**src/rtl/cfg_access_arb_pkg.sv**
```systemverilog
// Shared types and constants for the config register bank access arbiter.
package cfg_access_arb_pkg;

    localparam int CFG_REGS = 16;
    localparam int CFG_AW   = 4;
    localparam int CFG_DW   = 8;

    localparam logic [CFG_AW-1:0] CFG_REG_VOL  = 4'd3;
    localparam logic [CFG_AW-1:0] CFG_REG_CTRL = 4'd7;
    localparam logic [CFG_AW-1:0] CFG_REG_MENU = 4'd8;

    typedef enum logic [1:0] {
        IDLE    = 2'd0,
        PI_WR   = 2'd1,
        INT_ACK = 2'd2
    } cfg_arb_st_t;

    typedef struct packed {
        logic ce_cfg;
    } pi_map_t;

    // PI decode forwards only the config register index on addr.
    typedef struct packed {
        logic              act;
        logic              we;
        logic [CFG_AW-1:0] addr;
        logic [CFG_DW-1:0] dato;
        pi_map_t           map;
    } pi_bus_t;

    function automatic logic [CFG_REGS-1:0] cfg_onehot(input logic [CFG_AW-1:0] idx);
        return {{(CFG_REGS-1){1'b0}}, 1'b1} << idx;
    endfunction

endpackage

```
**src/rtl/cfg_access_arb_pend_buf.sv**
```systemverilog
// One-deep holding register for a PI config write waiting for its bank slot.
module cfg_pend_buf
    import cfg_access_arb_pkg::*;
#(
    parameter logic [3:0] MAX_WAIT = 4'd8
) (
    input  logic              clk,
    input  logic              rst_n,
    input  logic              capture_i,
    input  logic              retire_i,
    input  logic [CFG_AW-1:0] cap_addr_i,
    input  logic [CFG_DW-1:0] cap_dat_i,
    output logic              pend_v_o,
    output logic [CFG_AW-1:0] pend_addr_o,
    output logic [CFG_DW-1:0] pend_dat_o,
    output logic              ovf_o
);

    logic              accept_s, hold_s, stale_s;
    logic              pend_v_q, pend_v_d;
    logic [CFG_AW-1:0] pend_addr_q, pend_addr_d;
    logic [CFG_DW-1:0] pend_dat_q, pend_dat_d;
    logic [3:0]        wait_q, wait_d;
    logic              ovf_q, ovf_d;

    // Next-state for the holding slot, its age counter and the sticky overflow flag.
    always_comb begin
        accept_s = capture_i & (~pend_v_q | retire_i);
        hold_s   = pend_v_q & ~retire_i;
        stale_s  = hold_s & (wait_q == MAX_WAIT);
        if (accept_s) begin
            pend_v_d    = 1'b1;
            pend_addr_d = cap_addr_i;
            pend_dat_d  = cap_dat_i;
        end else if (retire_i) begin
            pend_v_d    = 1'b0;
            pend_addr_d = pend_addr_q;
            pend_dat_d  = pend_dat_q;
        end else begin
            pend_v_d    = pend_v_q;
            pend_addr_d = pend_addr_q;
            pend_dat_d  = pend_dat_q;
        end
        if (hold_s && !stale_s) begin
            wait_d = wait_q + 4'd1;
        end else if (hold_s) begin
            wait_d = wait_q;
        end else begin
            wait_d = 4'd0;
        end
        // A dropped write, or one held past MAX_WAIT, is reported as overflow.
        ovf_d = ovf_q | (capture_i & ~accept_s) | stale_s;
    end

    // Holding register state.
    always_ff @(posedge clk or negedge rst_n) begin
        if (!rst_n) begin
            pend_v_q    <= 1'b0;
            pend_addr_q <= 4'd0;
            pend_dat_q  <= 8'd0;
            wait_q      <= 4'd0;
            ovf_q       <= 1'b0;
        end else begin
            pend_v_q    <= pend_v_d;
            pend_addr_q <= pend_addr_d;
            pend_dat_q  <= pend_dat_d;
            wait_q      <= wait_d;
            ovf_q       <= ovf_d;
        end
    end

    assign pend_v_o    = pend_v_q;
    assign pend_addr_o = pend_addr_q;
    assign pend_dat_o  = pend_dat_q;
    assign ovf_o       = ovf_q;

endmodule

```
**src/rtl/cfg_access_arb.sv**
```systemverilog
// Arbitrates the 16x8 config register bank between the PI host bus and one internal master,
// and tracks which registers the host has rewritten.
module cfg_access_arb
    import cfg_access_arb_pkg::*;
#(
    parameter logic [CFG_REGS-1:0] INT_WR_MASK = 16'h0108,
    parameter logic [3:0]          MAX_WAIT    = 4'd8
) (
    input  logic                clk,
    input  logic                rst_n,
    input  pi_bus_t             pi_i,
    input  logic                int_req_i,
    input  logic                int_we_i,
    input  logic [CFG_AW-1:0]   int_addr_i,
    input  logic [CFG_DW-1:0]   int_wdat_i,
    output logic                int_ack_o,
    output logic                int_err_o,
    output logic [CFG_DW-1:0]   int_rdat_o,
    output logic                rf_we_o,
    output logic [CFG_AW-1:0]   rf_addr_o,
    output logic [CFG_DW-1:0]   rf_wdat_o,
    input  logic [CFG_DW-1:0]   rf_rdat_i,
    output logic [CFG_REGS-1:0] dirty_o,
    input  logic [CFG_REGS-1:0] dirty_clr_i,
    output logic                ovf_o
);

    cfg_arb_st_t         state_q;
    logic                strobe_s, retire_s, pend_v_s;
    logic [CFG_AW-1:0]   pend_addr_s;
    logic [CFG_DW-1:0]   pend_dat_s;
    logic                rf_we_q, int_ack_q, int_err_q;
    logic [CFG_AW-1:0]   rf_addr_q;
    logic [CFG_DW-1:0]   rf_wdat_q, int_rdat_q;
    logic [CFG_REGS-1:0] dirty_q, dirty_d;

    assign strobe_s = pi_i.act & pi_i.we & pi_i.map.ce_cfg;
    assign retire_s = (state_q == PI_WR);

    cfg_pend_buf #(
        .MAX_WAIT (MAX_WAIT)
    ) u_pend (
        .clk         (clk),
        .rst_n       (rst_n),
        .capture_i   (strobe_s),
        .retire_i    (retire_s),
        .cap_addr_i  (pi_i.addr),
        .cap_dat_i   (pi_i.dato),
        .pend_v_o    (pend_v_s),
        .pend_addr_o (pend_addr_s),
        .pend_dat_o  (pend_dat_s),
        .ovf_o       (ovf_o)
    );

    // Arbitration FSM with registered bank and internal-master outputs.
    always_ff @(posedge clk or negedge rst_n) begin
        if (!rst_n) begin
            state_q    <= IDLE;
            rf_we_q    <= 1'b0;
            rf_addr_q  <= 4'd0;
            rf_wdat_q  <= 8'd0;
            int_ack_q  <= 1'b0;
            int_err_q  <= 1'b0;
            int_rdat_q <= 8'd0;
        end else begin
            rf_we_q   <= 1'b0;
            int_ack_q <= 1'b0;
            case (state_q)
                IDLE: begin
                    if (pend_v_s) begin
                        state_q <= PI_WR;
                    end else if (strobe_s) begin
                        // A PI write landing this edge goes ahead of a same-edge internal request.
                        state_q <= IDLE;
                    end else if (int_req_i) begin
                        rf_addr_q <= int_addr_i;
                        rf_wdat_q <= int_wdat_i;
                        rf_we_q   <= int_we_i & INT_WR_MASK[int_addr_i];
                        state_q   <= INT_ACK;
                    end else begin
                        state_q <= IDLE;
                    end
                end
                PI_WR: begin
                    rf_we_q   <= 1'b1;
                    rf_addr_q <= pend_addr_s;
                    rf_wdat_q <= pend_dat_s;
                    state_q   <= IDLE;
                end
                INT_ACK: begin
                    // rf_addr still points at the internal register, so rf_rdat is its value.
                    int_ack_q <= 1'b1;
                    int_err_q <= int_we_i & ~INT_WR_MASK[rf_addr_q];
                    if (!int_we_i) begin
                        int_rdat_q <= rf_rdat_i;
                    end
                    state_q <= pend_v_s ? PI_WR : IDLE;
                end
                default: begin
                    state_q <= IDLE;
                end
            endcase
        end
    end

    // Host-write tracking: a PI retire wins over a same-cycle clear.
    always_comb begin
        dirty_d = dirty_q & ~dirty_clr_i;
        if (retire_s) begin
            dirty_d = dirty_d | cfg_onehot(pend_addr_s);
        end else begin
            dirty_d = dirty_d;
        end
    end

    // Dirty bitmap register.
    always_ff @(posedge clk or negedge rst_n) begin
        if (!rst_n) begin
            dirty_q <= 16'd0;
        end else begin
            dirty_q <= dirty_d;
        end
    end

    assign rf_we_o    = rf_we_q;
    assign rf_addr_o  = rf_addr_q;
    assign rf_wdat_o  = rf_wdat_q;
    assign int_ack_o  = int_ack_q;
    assign int_err_o  = int_err_q;
    assign int_rdat_o = int_rdat_q;
    assign dirty_o    = dirty_q;

endmodule

```
**config.mk**
```make
export PLATFORM = sky130hd
export DESIGN_NAME = cfg_access_arb
export DESIGN_NICKNAME = d
export VERILOG_FILES = /design/src/rtl/cfg_access_arb_pkg.sv /design/src/rtl/cfg_access_arb_pend_buf.sv /design/src/rtl/cfg_access_arb.sv
export SDC_FILE = /design/constraint.sdc
export NUM_CORES = 1
export LEC_CHECK = 0
export ABC_CLOCK_PERIOD_IN_PS = 1800
export CAP_MARGIN = 20
export CORE_MARGIN = 8
export CORE_UTILIZATION = 44
export DETAILED_ROUTE_END_ITERATION = 6
export PLACE_DENSITY = 0.91
export SLEW_MARGIN = 15
export SYNTH_ARGS = -nofsm -noshare
export SYNTH_HDL_FRONTEND = slang
export SYNTH_SLANG_ARGS = --single-unit
```
**constraint.sdc**
```tcl
create_clock -name clk -period 1.8 [get_ports clk]
set_input_delay 0.54 -clock clk [delete_from_list [all_inputs] [get_ports clk]]
set_output_delay 0.54 -clock clk [all_outputs]
set_load 0.02 [all_outputs]
```
== After elaboration in Yosys (flattened, before gate mapping) ==
Memories as Yosys holds them, arrays and structs flattened.
Cells that the tools add are included.
Operators by class
  add/subtract/negate cells: 1
  $lt $le $gt $ge: 2
  equal/unequal tests: 7
  shift-type cells: 1
  muxes and demuxes: 25
  bitwise operators: 19
  reduce and logical (&&, ||, !) cells: 7
Operator list (count)
  $mux W8: 3
  $mux W4: 5
  $and A16 B16 Y16: 1
  $mux W16: 1
  $not A16 Y16: 1
  $or A16 B16 Y16: 1
  $pmux W8 S2: 1
  $shl A1 B4 Y16 const A: 1
  $lt A4 B5 Y1 const B: 2
  $mux W1: 9
  $and A1 B1 Y1: 8
  $ne A2 B2 Y1 const B: 4
  $pmux W4 S2: 1
  $mux W2: 3
  $not A1 Y1: 5
  $add A4 B1 Y4 const B: 1
  $eq A4 B4 Y1 const B: 1
  $pmux W2 S2: 1
  $reduce_and A4 Y1: 1
  $reduce_bool A2 Y1: 2
  $or A1 B1 Y1: 3
  $eq A2 B1 Y1 const B: 1
  $eq A2 B2 Y1 const B: 1
  $logic_not A2 Y1: 1
  4 further kinds: 4
Word-level totals
  register bits after elaboration: 59
  memory bits (read-only): 32
  bits of input ports: 55
  output and inout port bits: 40
  memories: 2
Memory list
  (no name shown): depth 16, bits a word 1, read ports 1, clocked after memory_dff 0, write ports 0, RTL line cfg_access_arb.sv:93  | int_err_q <= int_we_i & ~INT_WR_MASK[rf_addr_q];
  (no name shown): depth 16, bits a word 1, read ports 1, clocked after memory_dff 0, write ports 0, RTL line cfg_access_arb.sv:78  | rf_we_q <= int_we_i & INT_WR_MASK[int_addr_i];

== Depth between registers and ports, before layout ==
Gate-level depths: netlist of the first run.
  depth in word-level cells: 7
  mapped depth: 5
  depth with buffers taken out: 5

== Hierarchy ==
Synthesis of the first run repeated with hierarchy kept, for this count alone.
Unflattened totals
  cell total of the unflattened synthesis: 224
  area, all modules: 2572.5 um^2
By module, submodules not included
  cfg_access_arb: instances 1, cells each 172, area each 1785.5 um^2
  cfg_pend_buf: instances 1, cells each 52, area each 787.0 um^2

== Least setup slack after synthesis of the first run ==
No wires, ideal clock.
  path type: input -> register
  start point: input port pi_i[0] (netlist bit)
  end point: register u_pend.pend_addr_q[2] (netlist: u_pend.pend_addr_o[2])
  arrival time: 1.412 ns
  required time: 1.675 ns
  path slack: 0.263 ns
  stages: 4
  buffers on the path: 1
  path through: nand3_1 > a21oi_4 > buf_8 > mux2_4
Between the ends
  cells in the longest elaborated chain, start to end: 2
Ends and longest elaborated chain
  from (decl): RTL line cfg_access_arb.sv:11  | input pi_bus_t pi_i,
  $and A1 B1 Y1: RTL line cfg_access_arb.sv:37  | assign strobe_s = pi_i.act & pi_i.we & pi_i.map.ce_cfg;
  $and A1 B1 Y1: RTL line cfg_access_arb_pend_buf.sv:28  | accept_s = capture_i & (~pend_v_q | retire_i);
  to (signal assigned): RTL line cfg_access_arb_pend_buf.sv:65  | pend_addr_q <= pend_addr_d;
  to (decl): RTL line cfg_access_arb_pend_buf.sv:21  | logic [CFG_AW-1:0] pend_addr_q, pend_addr_d;
No other way between the ends.
A chain may end at the register's enable or synchronous reset.

== Worst setup path after layout of the first run ==
  start point: input port int_req_i
  end point: register rf_addr_q[3] (netlist: rf_addr_o[3])
Between the ends
  cells in the longest elaborated chain, start to end: 2
Ends and longest elaborated chain
  from (decl): RTL line cfg_access_arb.sv:12  | input logic int_req_i,
  $ne A2 B2 Y1 (no line)
  $reduce_and A4 Y1 (no line)
  to (signal assigned): RTL line cfg_access_arb.sv:76  | rf_addr_q <= int_addr_i;
  to (signal assigned): RTL line cfg_access_arb.sv:86  | rf_addr_q <= pend_addr_s;
  to (decl): RTL line cfg_access_arb.sv:33  | logic [CFG_AW-1:0] rf_addr_q;
No other way between the ends.

==> metrics, run 1 <==
Synth Flop Type=dfrtp_1; largest net degree at the start of global routing=29; Die ar.=8520 µm²; Setup Skew=5.96 ps; Clock Root Buffer=clkbuf_8; final setup vio count=0; Post-Place Worst Slack=-231 ps; Worst Tran Pin Value=549 ps; Area Growth Syn to Fin=50.5%; final wirelength=7020 µm; register area share after synthesis=57.6%; max-slew violation count=0; post-synthesis instance total=224; commonest cells in the netlist=dfrtp_1 (59), nor2_1 (21), inv_1 (19), a31oi_1 (12), nand4_1 (12); Flop pwr share=37.8%; total setup buffers inserted after CTS=0; cell area after synthesis=2560 µm²; Worst EP required=1980 ps; FF+latch count, synth=59; YS warnings=0; Post-DRT Antenna Nets=0; core area=5570 µm²; Post-Syn Nets=281; RSZ-0062 raised after global routing=false; Post-synth EDFFs=0; CTS tree=yes; PwrDens=1560 nW/µm²; crit-path max FO=12; Final Hold Fails=0; initial DRC count=65; clock network power share=23.8%; initial antenna violation count=0; vias in the first global route=2334; Avg Cell Area, Syn=11.4 µm²; routability cong.=0.829; element type at the critical path end=flip-flop; ANT cells=0; sw frac=36.0%; clock tree buffer depth=2; IO Pins=95; global route total overflow=0; Fmax=0.596 GHz; Port Buffer Count=94; worst hold path type=input port to async pin; clk_lat worst skew=320 ps; Final Util=69.1%; period utilization=93.3%; Comb pwr share=38.4%; VDD IR-drop max=0.000810 V; biggest area consumer among synthesized cells=dfrtp_1; TritonRoute pass-1 iters=4; vias per inst=5.31; # clock sinks=59; relative slew slack=63.3%; GRT Util Overall=17.1%; fin nets=386; Pleak=1.75 nW; Worst R2R Path Depth=4; Netlist cell types=36; fin crit period=1680 ps; WL per Instance=17.3 µm; Cell Rows=27; outcome=completed; synth top area cells=dfrtp_1 (58%), mux2_4 (5.9%), mux2_2 (4.0%); hpwl dp=5460 µm; die height=92.3 µm; count leader, synth=dfrtp_1; htree depth=3; first-pass GRT wire length=11600 µm; asr flop ratio synth=100%; sw power=2.16 mW; routed vias=2155; clock buffer count from CTS=9; initial core utilization=45.9%; Final WS setup=121 ps; Die W=92.3 µm; WS Path Type=input port to flip-flop; clk slew on worst S/H paths=70 ps; CP Data Arrival Time=1860 ps; max_cap viols=0; Int Power=3.85 mW; post-synth top area share=57.6%; # DRC=0; share of cells above drive strength 1=15.3%; CP Launch Type=input port
## power by group through the flow
stage                     clock (mW)  sequential, mW  combinational, mW
final                           1.43            2.27               2.31
after global placement             0            2.27               2.49
after detailed placement           0            2.30               2.57
after floorplan                    0            2.56               1.09
after CTS                       1.45            2.27               2.35
after global routing            1.52            2.36               2.52
## per-stage QoR
| stage | instance area, µm² | hold slack (ps) | std cells | TNS (ps) | power (mW) |
|---|---|---|---|---|---|
| floorplan | 2560 | 244 | 224 | 0 | 3.65 |
| global placement | 3660 | 451 | 390 | -3230 | 4.76 |
| detailed placement | 3660 | 461 | 390 | -4140 | 4.87 |
| CTS | 3850 | 158 | 406 | 0 | 6.07 |
| global route | 3850 | 177 | 406 | 0 | 6.39 |
| finish | 3850 | 154 | 406 | 0 | 6.01 |
## repair_timing
action	CTS	global route
hold endpoints to repair	0	0
setup endpoints to repair	40	0
hold buffers	0	0
gates resized for setup	40	0
## cell usage in the layout, fill, tap and decap left out, drive strengths merged, types with 2 or more instances in the layout
cell type / Yosys / routed
o21ai: 12 / 12
ha: 2 / 2
nand4: 12 / 12
nand2b: 6 / 6
clkdlybuf4s50: 0 / 53
mux2i: 2 / 2
bufinv: 0 / 2
nand2: 9 / 9
nor2b: 2 / 2
a21oi: 3 / 3
mux2: 20 / 20
dfrtp: 59 / 59
o32ai: 8 / 8
inv: 19 / 19
nor2: 22 / 22
o22ai: 9 / 9
nand3: 5 / 5
clkbuf: 7 / 13
buf: 4 / 12
dlygate4sd2: 0 / 40
a31oi: 12 / 12
## worst paths after layout
kind | from | to | slack [ps]
setup / recovery | int_req_i | rf_addr_o[3]$_DFFE_PN0P_ | 120
hold / removal | rst_n | dirty_o[6]$_DFF_PN0_ | 150
setup reg to reg | state_q[1]$_DFF_PN0_ | u_pend.pend_dat_o[0]$_DFFE_PN0P_ | 230
hold reg to reg | u_pend.ovf_o$_DFF_PN0_ | u_pend.ovf_o$_DFF_PN0_ | 460
max in group asynchronous | rst_n | int_rdat_o[2]$_DFFE_PN0P_ | 1100
min in group clk | u_pend.ovf_o$_DFF_PN0_ | u_pend.ovf_o$_DFF_PN0_ | 460
## state kept, by name, summed over array words and instances, names as in the netlist, 2 cells and up
name and cells:
dirty_o 16, int_rdat_o 8, rf_wdat_o 8, u_pend.pend_dat_o 8, rf_addr_o 4, u_pend.pend_addr_o 4, u_pend.wait_q 4, state_q 2
## area by class of cell
cell class,instances,area (µm²)
Multi-Input combinational cell,135,951
Timing Repair Buffer,105,1020
Inverter,19,71.3
Tap cell,72,90.1
Sequential cell,59,1480
Fill cell,413,1720
Clock buffer,13,179
Clock inverter,3,67.6
## cells by family after synthesis
group           count (synthesis)  synth area share, %
flops                          59                 57.6
compound gates                 47                 12.2
xor+xnor                        2                0.684
mux                            22                 11.0
simple gates                   62                 12.3
fa+ha+maj                       2                0.977
buf+inv                        30                 5.23
## metal layers
metal / vias to the layer above / GRT usage [%] / part of all wire (%)
li1: 1008 / - / -
met1: 1050 / 20.4 / 42
met2: 88 / 28.1 / 49
met3: 9 / 5.57 / 7.5
met4: 0 / 6.71 / 1.7
met5: - / 0 / 0
## worst max-delay path, stage by stage
cell	delay, ps
clkdlybuf4s50_1	470
or3b_1	520
o21ai_0	230
a31oi_1	100
Note: power is estimated with default switching activity, not from simulation.
==> run 2, diff against run 1 <==
--- a/config.mk
+++ b/config.mk
@@ -6,7 +6,6 @@
 export NUM_CORES = 1
 export LEC_CHECK = 0
 export ABC_CLOCK_PERIOD_IN_PS = 1800
-export CAP_MARGIN = 20
 export CORE_MARGIN = 8
 export CORE_UTILIZATION = 44
 export DETAILED_ROUTE_END_ITERATION = 6
==> results of run 2 <==
Final layout, timing and power as in run 1 (identical DEF).
==> run 3, diff against run 2 <==
--- a/config.mk
+++ b/config.mk
@@ -10,6 +10,7 @@
 export CORE_UTILIZATION = 44
 export DETAILED_ROUTE_END_ITERATION = 6
 export PLACE_DENSITY = 0.91
+export SKIP_LAST_GASP = 1
 export SLEW_MARGIN = 15
 export SYNTH_ARGS = -nofsm -noshare
 export SYNTH_HDL_FRONTEND = slang
==> results of run 3 <==
Final layout, timing and power as in run 1 (identical DEF).
